<file path="src/rtl/spike_event_encoder.sv">
// spike_event_encoder: turns rising edges on spike lines into timestamped
// events and buffers them in a first-word-fall-through FIFO.
//
// Ports:
//   clk        - clock, all state updates on the rising edge
//   reset      - synchronous active-high reset
//   spike_in   - level spike lines (bit 0 = spike_output, 1..3 = spike_1..3)
//   enable     - 1 = timestamp counts and events are captured
//   clear_ovf  - clears the sticky overflow flag
//   evt_ready  - consumer accepts the head event
//   evt_valid  - FIFO not empty
//   evt_data   - head event {timestamp, mask}
//   fifo_count - occupancy 0..DEPTH
//   overflow   - sticky, set when an event is dropped
module spike_event_encoder #(
    parameter int N_CH  = 4,
    parameter int TS_W  = 8,
    parameter int DEPTH = 8
) (
    input  logic                     clk,
    input  logic                     reset,
    input  logic [N_CH-1:0]          spike_in,
    input  logic                     enable,
    input  logic                     clear_ovf,
    input  logic                     evt_ready,
    output logic                     evt_valid,
    output logic [TS_W+N_CH-1:0]     evt_data,
    output logic [$clog2(DEPTH):0]   fifo_count,
    output logic                     overflow
);

    localparam int AW = $clog2(DEPTH);
    localparam int EW = TS_W + N_CH;
    localparam logic [AW:0] FULL_CNT = DEPTH[AW:0];

    logic [TS_W-1:0] r_ts;
    logic [N_CH-1:0] r_spike_prev;
    logic [EW-1:0]   r_mem [DEPTH];
    logic [AW-1:0]   r_wr_ptr;
    logic [AW-1:0]   r_rd_ptr;
    logic [AW:0]     r_count;
    logic            r_ovf;

    logic [N_CH-1:0] w_rise;
    logic            w_event;
    logic            w_full;
    logic            w_pop;
    logic            w_push;
    logic            w_drop;

    assign w_rise  = spike_in & ~r_spike_prev;
    assign w_event = enable & (|w_rise);
    assign w_full  = (r_count == FULL_CNT);
    assign w_pop   = (r_count != '0) & evt_ready;
    // A pop in the same cycle frees the slot a full FIFO needs.
    assign w_push  = w_event & (~w_full | w_pop);
    assign w_drop  = w_event & w_full & ~w_pop;

    always_ff @(posedge clk) begin
        if (reset) begin
            r_ts         <= '0;
            r_spike_prev <= '0;
            r_wr_ptr     <= '0;
            r_rd_ptr     <= '0;
            r_count      <= '0;
            r_ovf        <= 1'b0;
        end else begin
            r_spike_prev <= spike_in;
            if (enable) begin
                r_ts <= r_ts + 1'b1;
            end
            if (w_push) begin
                r_wr_ptr <= r_wr_ptr + 1'b1;
            end
            if (w_pop) begin
                r_rd_ptr <= r_rd_ptr + 1'b1;
            end
            if (w_push && !w_pop) begin
                r_count <= r_count + 1'b1;
            end else if (w_pop && !w_push) begin
                r_count <= r_count - 1'b1;
            end
            // A drop in the same cycle as a clear keeps the flag set.
            if (w_drop) begin
                r_ovf <= 1'b1;
            end else if (clear_ovf) begin
                r_ovf <= 1'b0;
            end
        end
    end

    // Storage needs no reset; entries are only visible when counted.
    always_ff @(posedge clk) begin
        if (!reset && w_push) begin
            r_mem[r_wr_ptr] <= {r_ts, w_rise};
        end
    end

    assign evt_valid  = (r_count != '0);
    assign evt_data   = evt_valid ? r_mem[r_rd_ptr] : '0;
    assign fifo_count = r_count;
    assign overflow   = r_ovf;

endmodule

</file>
<file path="config.mk">
export PLATFORM = sky130hd
export DESIGN_NAME = spike_event_encoder
export DESIGN_NICKNAME = d
export VERILOG_FILES = /design/src/rtl/spike_event_encoder.sv
export SDC_FILE = /design/constraint.sdc
export NUM_CORES = 1
export LEC_CHECK = 0
export ABC_AREA = 1
export CORE_MARGIN = 2
export CORE_UTILIZATION = 30
export DETAILED_ROUTE_END_ITERATION = 8
export DONT_BUFFER_PORTS = 1
export SETUP_SLACK_MARGIN = 0.5
export SLEW_MARGIN = 20
export SYNTH_ARGS = -nofsm -noshare
export SYNTH_HDL_FRONTEND = slang
export SYNTH_SLANG_ARGS = --single-unit
</file>
<file path="constraint.sdc">
create_clock -name clk -period 2.6 [get_ports clk]
set_input_delay 0.52 -clock clk [delete_from_list [all_inputs] [get_ports clk]]
set_output_delay 0.52 -clock clk [all_outputs]
set_load 0.1 [all_outputs]
</file>
==> results.cfg, run 1 <==
[outcome]
outcome = completed

[setup_path]
crit_required_ps = 2080
cp_max_fo = 24
worst_ep_arrival_time_ps = 1770
worstSetupPathType = register to primary output
cp-end-kind = primary output
cp-start-kind = register

[timing]
whs_ps = 161.4
fmax_ghz = 0.4363
setup-violations-final = 0
rsz0062_at_grt = yes
slew_viol_final = 0
tightest_slew_ps = 414.6
relSlewSlack_pct = 72.33
tns_ps = 0
finalCritPeriodShare_pct = 88.15
setup_slack_ps = 308.0
finClkSkew_ps = 9.616
hold_violations = 0
min_period_ps = 2292

[synth]
syn_inst = 460
ys_ff_latch = 122
avgSynthCellArea_um2 = 11.01
syn-num-nets = 476
synth.distinct_cells = 29
yosysSeqAreaShare_pct = 67.23
synth_warnings = 0
synthesis.area_um2 = 5062

[placement]
dp_slack_ps = 327.2
dpl_cell_area_um2 = 5617
dp_hpwl_um = 7013
portBuffers = 0
routabilityCongestion = 0.7390
placed_cells = 695

[grt]
grt_max_degree = 29
grt_pass1_vias = 3413
grt_usage_pct = 13.53
grt_overflow = 0
grt_first_pass_wirelength_um = 18080
antenna_found_initial = 0

[pwr]
total_power_mw = 7.756
pwr-share-comb_pct = 41.9
clkPwrFrac_pct = 28.8
pwr-share-seq_pct = 29.3
p_sw_mw = 3.054
internal_power_mw = 4.702
ir_worst_vdd_mv = 0.8332
swShare_pct = 39.38
powerDensity_nw_per_um2 = 1183
p_leak_nw = 2.409

[clock_tree]
ctsHoldBuffers = 0
clockBufferDepth = 2
cts-htree-levels = 4
clock-sinks = 122
root_buffer = clkbuf_16
clock_latency_ps = 420
cts_tree = built
cts-buffers-inserted = 17
clk_pin_slew_ps = 50

[min_path]
hold_path_class = primary input to register

[drt]
totalWireLength_um = 11370
avgRoutedWirePerCell_um = 15.40
ant_nets = 0
drc = 0
drt-initial-drc-count = 280
drt-vias-per-instance = 4.615
vias = 3406
dr.pass1.iters = 4

[layout]
area_delta_synth_final_pct = 29.46
fin_nets = 521
final.fill_count = 1548
finalInstanceArea_um2 = 6554
fin_util_pct = 39.66
drive_above_1_share_pct = 24.52
final_cell_count_no_fill = 738
diodes = 0

[die]
rows = 47
die-area_um2 = 17930
die_y_um = 133.9
top_level_ports = 27
die_x_um = 133.9
start_util_pct = 30.64
core_um2 = 16520

[flow_run]
cap_viol_max_count = 0
## final timing paths
check	start	end	slack, ps	cells past startpoint
hold reg to reg	r_rd_ptr[2]$_SDFFE_PP0N_	r_rd_ptr[2]$_SDFFE_PP0N_	500	2
setup / recovery	register	evt_data[5]	310	7
hold / removal	reset	fifo_count[3]$_SDFFE_PP0P_	160	1
setup reg to reg	fifo_count[2]$_SDFFE_PP0P_	fifo_count[3]$_SDFFE_PP0P_	680	13
## area by class of cell
cell class | instances | area, um2 | area share, %
well taps | 220 | 275.3 | 4.200
clock inverters | 11 | 122.6 | 1.871
repair buffers | 47 | 586.8 | 8.954
clock buffers | 21 | 440.4 | 6.720
inverters | 32 | 126.4 | 1.928
multi-input cells | 285 | 1577 | 24.05
flip-flops and latches | 122 | 3426 | 52.27
## cell usage in the layout, fill, tap and decap left out, types with 2 or more instances in the layout
cell	n
a21oi_1	13
buf_12	16
buf_4	25
buf_6	3
bufinv_16	2
clkbuf_1	4
clkbuf_16	18
clkinv_2	2
clkinv_4	2
clkinvlp_4	4
dfxtp_1	20
dfxtp_4	6
edfxtp_1	96
ha_1	4
ha_4	2
inv_1	27
inv_2	3
nand2_1	42
nand2_2	5
nand3_1	6
nand3_4	2
nand4_1	3
nor2_1	92
nor2_2	12
nor2_4	13
nor3_1	3
o211ai_1	8
o211ai_2	4
o21ai_0	36
o21ai_1	18
o21ai_2	2
o22ai_1	11
xor2_1	4
## kinds of logic (layout without fill, tap and decap cells)
| group | after synthesis | in the layout | share of synthesized area (%) |
|---|---|---|---|
| adder cells (fa/ha/maj) | 7 | 7 | 1.878 |
| XOR/XNOR | 5 | 5 | 0.8650 |
| buffers and inverters | 53 | 111 | 5.215 |
| AO/OA/AOI/OAI | 93 | 93 | 10.48 |
| AND/OR/NAND/NOR | 180 | 180 | 14.34 |
| flip-flops | 122 | 122 | 67.23 |
## per-layer routing
metal,vias up,global-route usage (%),wire (um)
li1,1682,-,-
met4,0,4.846,175
met2,103,21.20,5368
met1,1602,17.56,5080
met3,19,4.497,743
met5,-,0,0
## cell usage after synthesis, drive strengths merged
cell type	number	share of area, %
nor2	117	9.1
edfxtp	96	57
o21ai	56	5.5
nand2	47	3.5
inv	32	2.4
dfxtp	26	10
buf	18	2.6
a21oi	13	1.3
o211ai	12	2.2
o22ai	12	1.5
nand3	8	0.79
ha	6	1.5
xor2	4	0.69
clkbuf	3	0.25
nand4	3	0.37
nor3	3	0.30
fa	1	0.40
nand3b	1	0.15
or2	1	0.12
xnor2	1	0.17
## power groups by stage
| stage | clock network [mW] | registers, mW | logic (mW) |
|---|---|---|---|
| finish | 2.23 | 2.27 | 3.25 |
| global route | 2.37 | 2.28 | 3.46 |
| CTS | 2.27 | 2.27 | 3.13 |
| detailed placement | 0 | 2.30 | 2.68 |
| global placement | 0 | 2.30 | 2.66 |
| floorplan | 0 | 2.46 | 2.07 |
## worst max-delay path, stage by stage, from the launching register on
cell and delay [ps]:
dfxtp_4 380, inv_2 110, buf_12 170, nor2_1 50
o211ai_1 180, nand2_1 120, nor2_4 150, buf_12 180
## registers in the layout, summed over array words and instances (netlist names), named ones only
signal,flops
fifo_count,4
r_wr_ptr,3
overflow,1
r_mem,96
r_ts,8
r_rd_ptr,3
r_spike_prev,4
## timing repair
item                       in CTS  in global routing
gates cloned                    0                  1
pin swaps                       1                  6
buffers inserted                4                  6
setup endpoints to repair      12                 13
resized for setup              56                 17
Note: power is estimated with default switching activity, not from simulation.
==> run 2: changes to the inputs <==
--- a/config.mk
+++ b/config.mk
@@ -10,7 +10,7 @@
 export CORE_UTILIZATION = 30
 export DETAILED_ROUTE_END_ITERATION = 8
 export DONT_BUFFER_PORTS = 1
-export SETUP_SLACK_MARGIN = 0.5
+export SETUP_SLACK_MARGIN = 0.05
 export SLEW_MARGIN = 20
 export SYNTH_ARGS = -nofsm -noshare
 export SYNTH_HDL_FRONTEND = slang
==> run 2 against run 1 <==
Critical path depth is the same; via count shrank 0.94%; combinational power shrank 6.8%; first-iteration DRC count shrank 12%; worst setup slack lost 110 ps; cell area shrank 3.7%; global-route usage shrank 0.49 points; largest power group unchanged.
==> results.cfg, run 2 (synthesized netlist as in run 1, its figures left out) <==
[outcome]
outcome = completed

[layout]
area_delta_synth_final_pct = 24.69
final_common_cell = nor2_1
drive_above_1_share_pct = 18.97
most-common-layout-cells = nor2_1, edfxtp_1, nand2_1
largestRegisters = r_mem x96, r_ts x8
largest-register = r_mem
largest_reg_flops = 96
diodes = 0
fin_nets = 510
final_cell_count_no_fill = 726
finalInstanceArea_um2 = 6312

[pwr]
pwr-share-comb_pct = 39.9
powerDensity_nw_per_um2 = 1201
ir_worst_vdd_mv = 0.8256
clkPwrFrac_pct = 30.5
swShare_pct = 39.08
pwr-share-seq_pct = 29.6
p_sw_mw = 2.961
p_leak_nw = 2.339
internal_power_mw = 4.617

[timing]
setup-violations-final = 0
tns_ps = 0
rsz0062_at_grt = yes
finalCritPeriodShare_pct = 92.34
relSlewSlack_pct = 68.36
finClkSkew_ps = 7.213
min_period_ps = 2401
hold_violations = 0
slew_viol_final = 0
setup_slack_ps = 199.2
tightest_slew_ps = 474.0
fmax_ghz = 0.4165

[placement]
dpl_cell_area_um2 = 5707
dp_hpwl_um = 6931
portBuffers = 0
dp_slack_ps = 114.6
routabilityCongestion = 0.8149
placed_cells = 695

[die]
start_util_pct = 30.64
die-area_um2 = 17930
core_um2 = 16520
die_y_um = 133.9
rows = 47
die_x_um = 133.9
top_level_ports = 27

[clock_tree]
clock-sinks = 122
clockBufferDepth = 2
cts-htree-levels = 4
cts_tree = built
root_buffer = clkbuf_16
cts-buffers-inserted = 17
postCtsSetupBuffers = 0
clk_pin_slew_ps = 50
clock_latency_ps = 410

[drt]
totalWireLength_um = 11040
drt-initial-drc-count = 247
ant_nets = 0
dr.pass1.iters = 5
drt-vias-per-instance = 4.647
avgRoutedWirePerCell_um = 15.21
vias = 3374
drc = 0

[flow_run]
cap_viol_max_count = 0

[setup_path]
worst_ep_arrival_time_ps = 1880
worstSetupPathType = register to primary output
crit_required_ps = 2080
cp-start-kind = register
cp_max_fo = 48
cp-end-kind = primary output
ff2ff_path_depth = 13

[grt]
grt_first_pass_wirelength_um = 17390
grt_usage_pct = 13.04
grt_overflow = 0
antenna_found_initial = 0
grt_pass1_vias = 3206
grt_max_degree = 49

[min_path]
hold_path_class = primary input to register
hold_path_depth = 1
[run 2: cell types whose count changed in the layout (fill, tap and decap cells not counted), sizes merged]
cell,before,now
buf,46,36
clkbuf,22,19
clkinvlp,4,1
clkinv,5,7
bufinv,2,3
inv,32,33
[run 2: final cells by class]
cell class / instances / area [um2]
Fill cell: 1557 / 10210
Tap cell: 220 / 275.3
Inverter: 32 / 120.1
Multi-Input combinational cell: 285 / 1480
Clock inverter: 12 / 150.1
Timing Repair Buffer: 36 / 445.4
Sequential cell: 122 / 3408
Clock buffer: 19 / 432.9
[run 2: worst paths after layout]
check / from / to / slack [ps]
setup / recovery: register / evt_data[10] / 200
hold / removal: reset / fifo_count[3]$_SDFFE_PP0P_ / 170
setup reg to reg: fifo_count[0]$_SDFFE_PP0P_ / fifo_count[3]$_SDFFE_PP0P_ / 340
hold reg to reg: r_rd_ptr[2]$_SDFFE_PP0N_ / r_rd_ptr[2]$_SDFFE_PP0N_ / 500
[run 2: critical path, cell delays in order, from the launching register on]
cell and delay (ps):
dfxtp_1 470, inv_2 80, buf_12 190, o21ai_0 180, o22ai_1 80, nor2_1 220, nor2_4 60, buf_12 160
[run 2: metrics by stage]
stage               power (mW)  hold slack, ps  util (%)
floorplan                4.427           458.7         -
global placement         5.260           486.5     34.53
detailed placement       5.305           492.1     34.53
CTS                      7.618           153.5     38.06
global route             7.884           152.7     38.20
finish                   7.578           167.2     38.20
[run 2: timing repair]
action,in CTS,in global routing
setup endpoints to repair,0,6
resized for setup,0,5
hold buffers,0,0
[run 2: layer usage]
layer | GRT usage (%) | vias up | wire length, um
met3 | 4.649 | 13 | 673
met5 | 0 | - | 0
met1 | 16.45 | 1612 | 4997
met4 | 4.610 | 0 | 145
met2 | 20.77 | 96 | 5225
li1 | - | 1653 | -
[run 2: power by group through the flow]
stage          logic [mW]  clock network [mW]  registers (mW)
2_1_floorplan        1.98                   0            2.45
3_3_place_gp         2.99                   0            2.27
5_1_grt              3.20                2.43            2.25
3_5_place_dp         3.03                   0            2.27
6_report             3.03                2.31            2.24
4_1_cts              3.04                2.35            2.23
==> run 3: changes to the inputs <==
--- a/config.mk
+++ b/config.mk
@@ -7,7 +7,7 @@
 export LEC_CHECK = 0
 export ABC_AREA = 1
 export CORE_MARGIN = 2
-export CORE_UTILIZATION = 30
+export CORE_UTILIZATION = 45
 export DETAILED_ROUTE_END_ITERATION = 8
 export DONT_BUFFER_PORTS = 1
 export SETUP_SLACK_MARGIN = 0.05
==> run 3 against run 2 <==
Utilization rose by 19 points; combinational power barely moved; clock skew rose by 1.2 ps; count of clock-buffer cells in the layout fell by 1; flip-flop and latch count did not move; non-clock buffer count rose by 7; die area fell by 32%; critical path type unchanged; largest cell class unchanged.
==> results.cfg, run 3 (synthesized netlist as in run 1, its figures left out) <==
[placement]
placed_cells = 619
routabilityCongestion = 0.7723
dp_slack_ps = 155.3
dp_hpwl_um = 6821
dpl_cell_area_um2 = 5649
portBuffers = 0

[setup_path]
worst_ep_arrival_time_ps = 1890
cp-start-kind = register
cp-end-kind = primary output
cp_slowest_cell = dfxtp_2
max_stage_delay_ps = 400
timing.reg2reg.setup_slack_ps = 310
cp_common_cell = buf_12
crit_required_ps = 2080
ff2ff_path_depth = 16
worstSetupPathType = register to primary output
cp_max_fo = 29
path_cells = buf_12, o21ai_0, o22ai_1, nor2_2, nor2_4, buf_12

[layout]
diodes = 0
largestRegisters = r_mem x96, r_ts x8
final_cell_count_no_fill = 654
area_delta_synth_final_pct = 23.92
largest-register = r_mem
largest_reg_flops = 96
fin_nets = 517
fin_util_pct = 57.62
most-common-layout-cells = nor2_1, edfxtp_1, nand2_1
drive_above_1_share_pct = 21.01
finalInstanceArea_um2 = 6274

[timing]
slew_viol_final = 0
tns_ps = 0
finClkSkew_ps = 8.459
rsz0062_at_grt = yes
finalCritPeriodShare_pct = 92.63
relSlewSlack_pct = 73.00
whs_ps = 66.88
min_period_ps = 2408
fmax_ghz = 0.4152
setup_slack_ps = 191.5
hold_violations = 0
setup-violations-final = 0
tightest_slew_ps = 404.5

[die]
core_um2 = 10890
rows = 38
die-area_um2 = 12110
top_level_ports = 27
die_x_um = 110.1
die_y_um = 110.1
start_util_pct = 46.50

[drt]
vias = 3405
totalWireLength_um = 10740
drc = 0
ant_nets = 0
drt-vias-per-instance = 5.206
dr.pass1.iters = 4
avgRoutedWirePerCell_um = 16.42
drt-initial-drc-count = 199

[outcome]
outcome = completed

[clock_tree]
clockBufferDepth = 2
root_buffer = clkbuf_8
cts-buffers-inserted = 17
clock_latency_ps = 510
clk_pin_slew_ps = 50
cts-htree-levels = 4
clock-sinks = 122
cts_tree = built

[pwr]
p_leak_nw = 2.364
powerDensity_nw_per_um2 = 1197
ir_worst_vdd_mv = 0.9969
total_power_mw = 7.511

[min_path]
hold_path_class = primary input to register
hold_path_depth = 1

[grt]
grt_max_degree = 30
grt_first_pass_wirelength_um = 17190
grt_usage_pct = 19.79
grt_overflow = 0
antenna_found_initial = 0
grt_pass1_vias = 3336

[flow_run]
cap_viol_max_count = 0
-- run 3: final timing paths --
kind / startpoint / end
max: register / evt_data[8]
min: reset / fifo_count[3]$_SDFFE_PP0P_
max reg2reg: r_spike_prev[3]$_SDFF_PP0_ / fifo_count[3]$_SDFFE_PP0P_
min reg2reg: r_rd_ptr[1]$_SDFFE_PP0N_ / register
-- run 3: critical path, delay by kind of cell, from the launching register on --
kind / cells / cell delay (ps)
AOI/OAI and AO/OA: 2 / 350
buffers and inverters: 2 / 380
and+or+nand+nor: 2 / 230
DFF: 1 / 400
-- run 3: where the power goes --
group	total (mW)	switching, mW	internal (mW)	leakage (nW)
clock network	2.20	0.838	1.36	0.265
registers	2.25	0.0613	2.19	1.10
logic	3.06	2.09	0.966	0.998
-- run 3: final cells by class --
cell class / instances / area, um2
clock buffer: 18 / 417.9
clock inverter: 14 / 147.6
fill: 872 / 4614
inverter: 32 / 128.9
multi-input combinational: 285 / 1473
sequential: 122 / 3413
tap: 140 / 175.2
timing repair buffer: 43 / 518.0
-- run 3: repair_timing --
| action | CTS | global route |
|---|---|---|
| buffers inserted | 0 | 3 |
| gates resized for setup | 4 | 8 |
| gates cloned | 0 | 0 |
| endpoints found under the setup margin | 6 | 12 |
| hold buffers | 0 | 0 |
-- run 3: metal layers --
layer	GRT usage [%]	up-vias	share of wire (%)
met3	5.056	22	6.3
met5	0	-	0
li1	-	1675	-
met4	9.403	0	2.2
met1	24.83	1607	43
met2	32.08	101	49
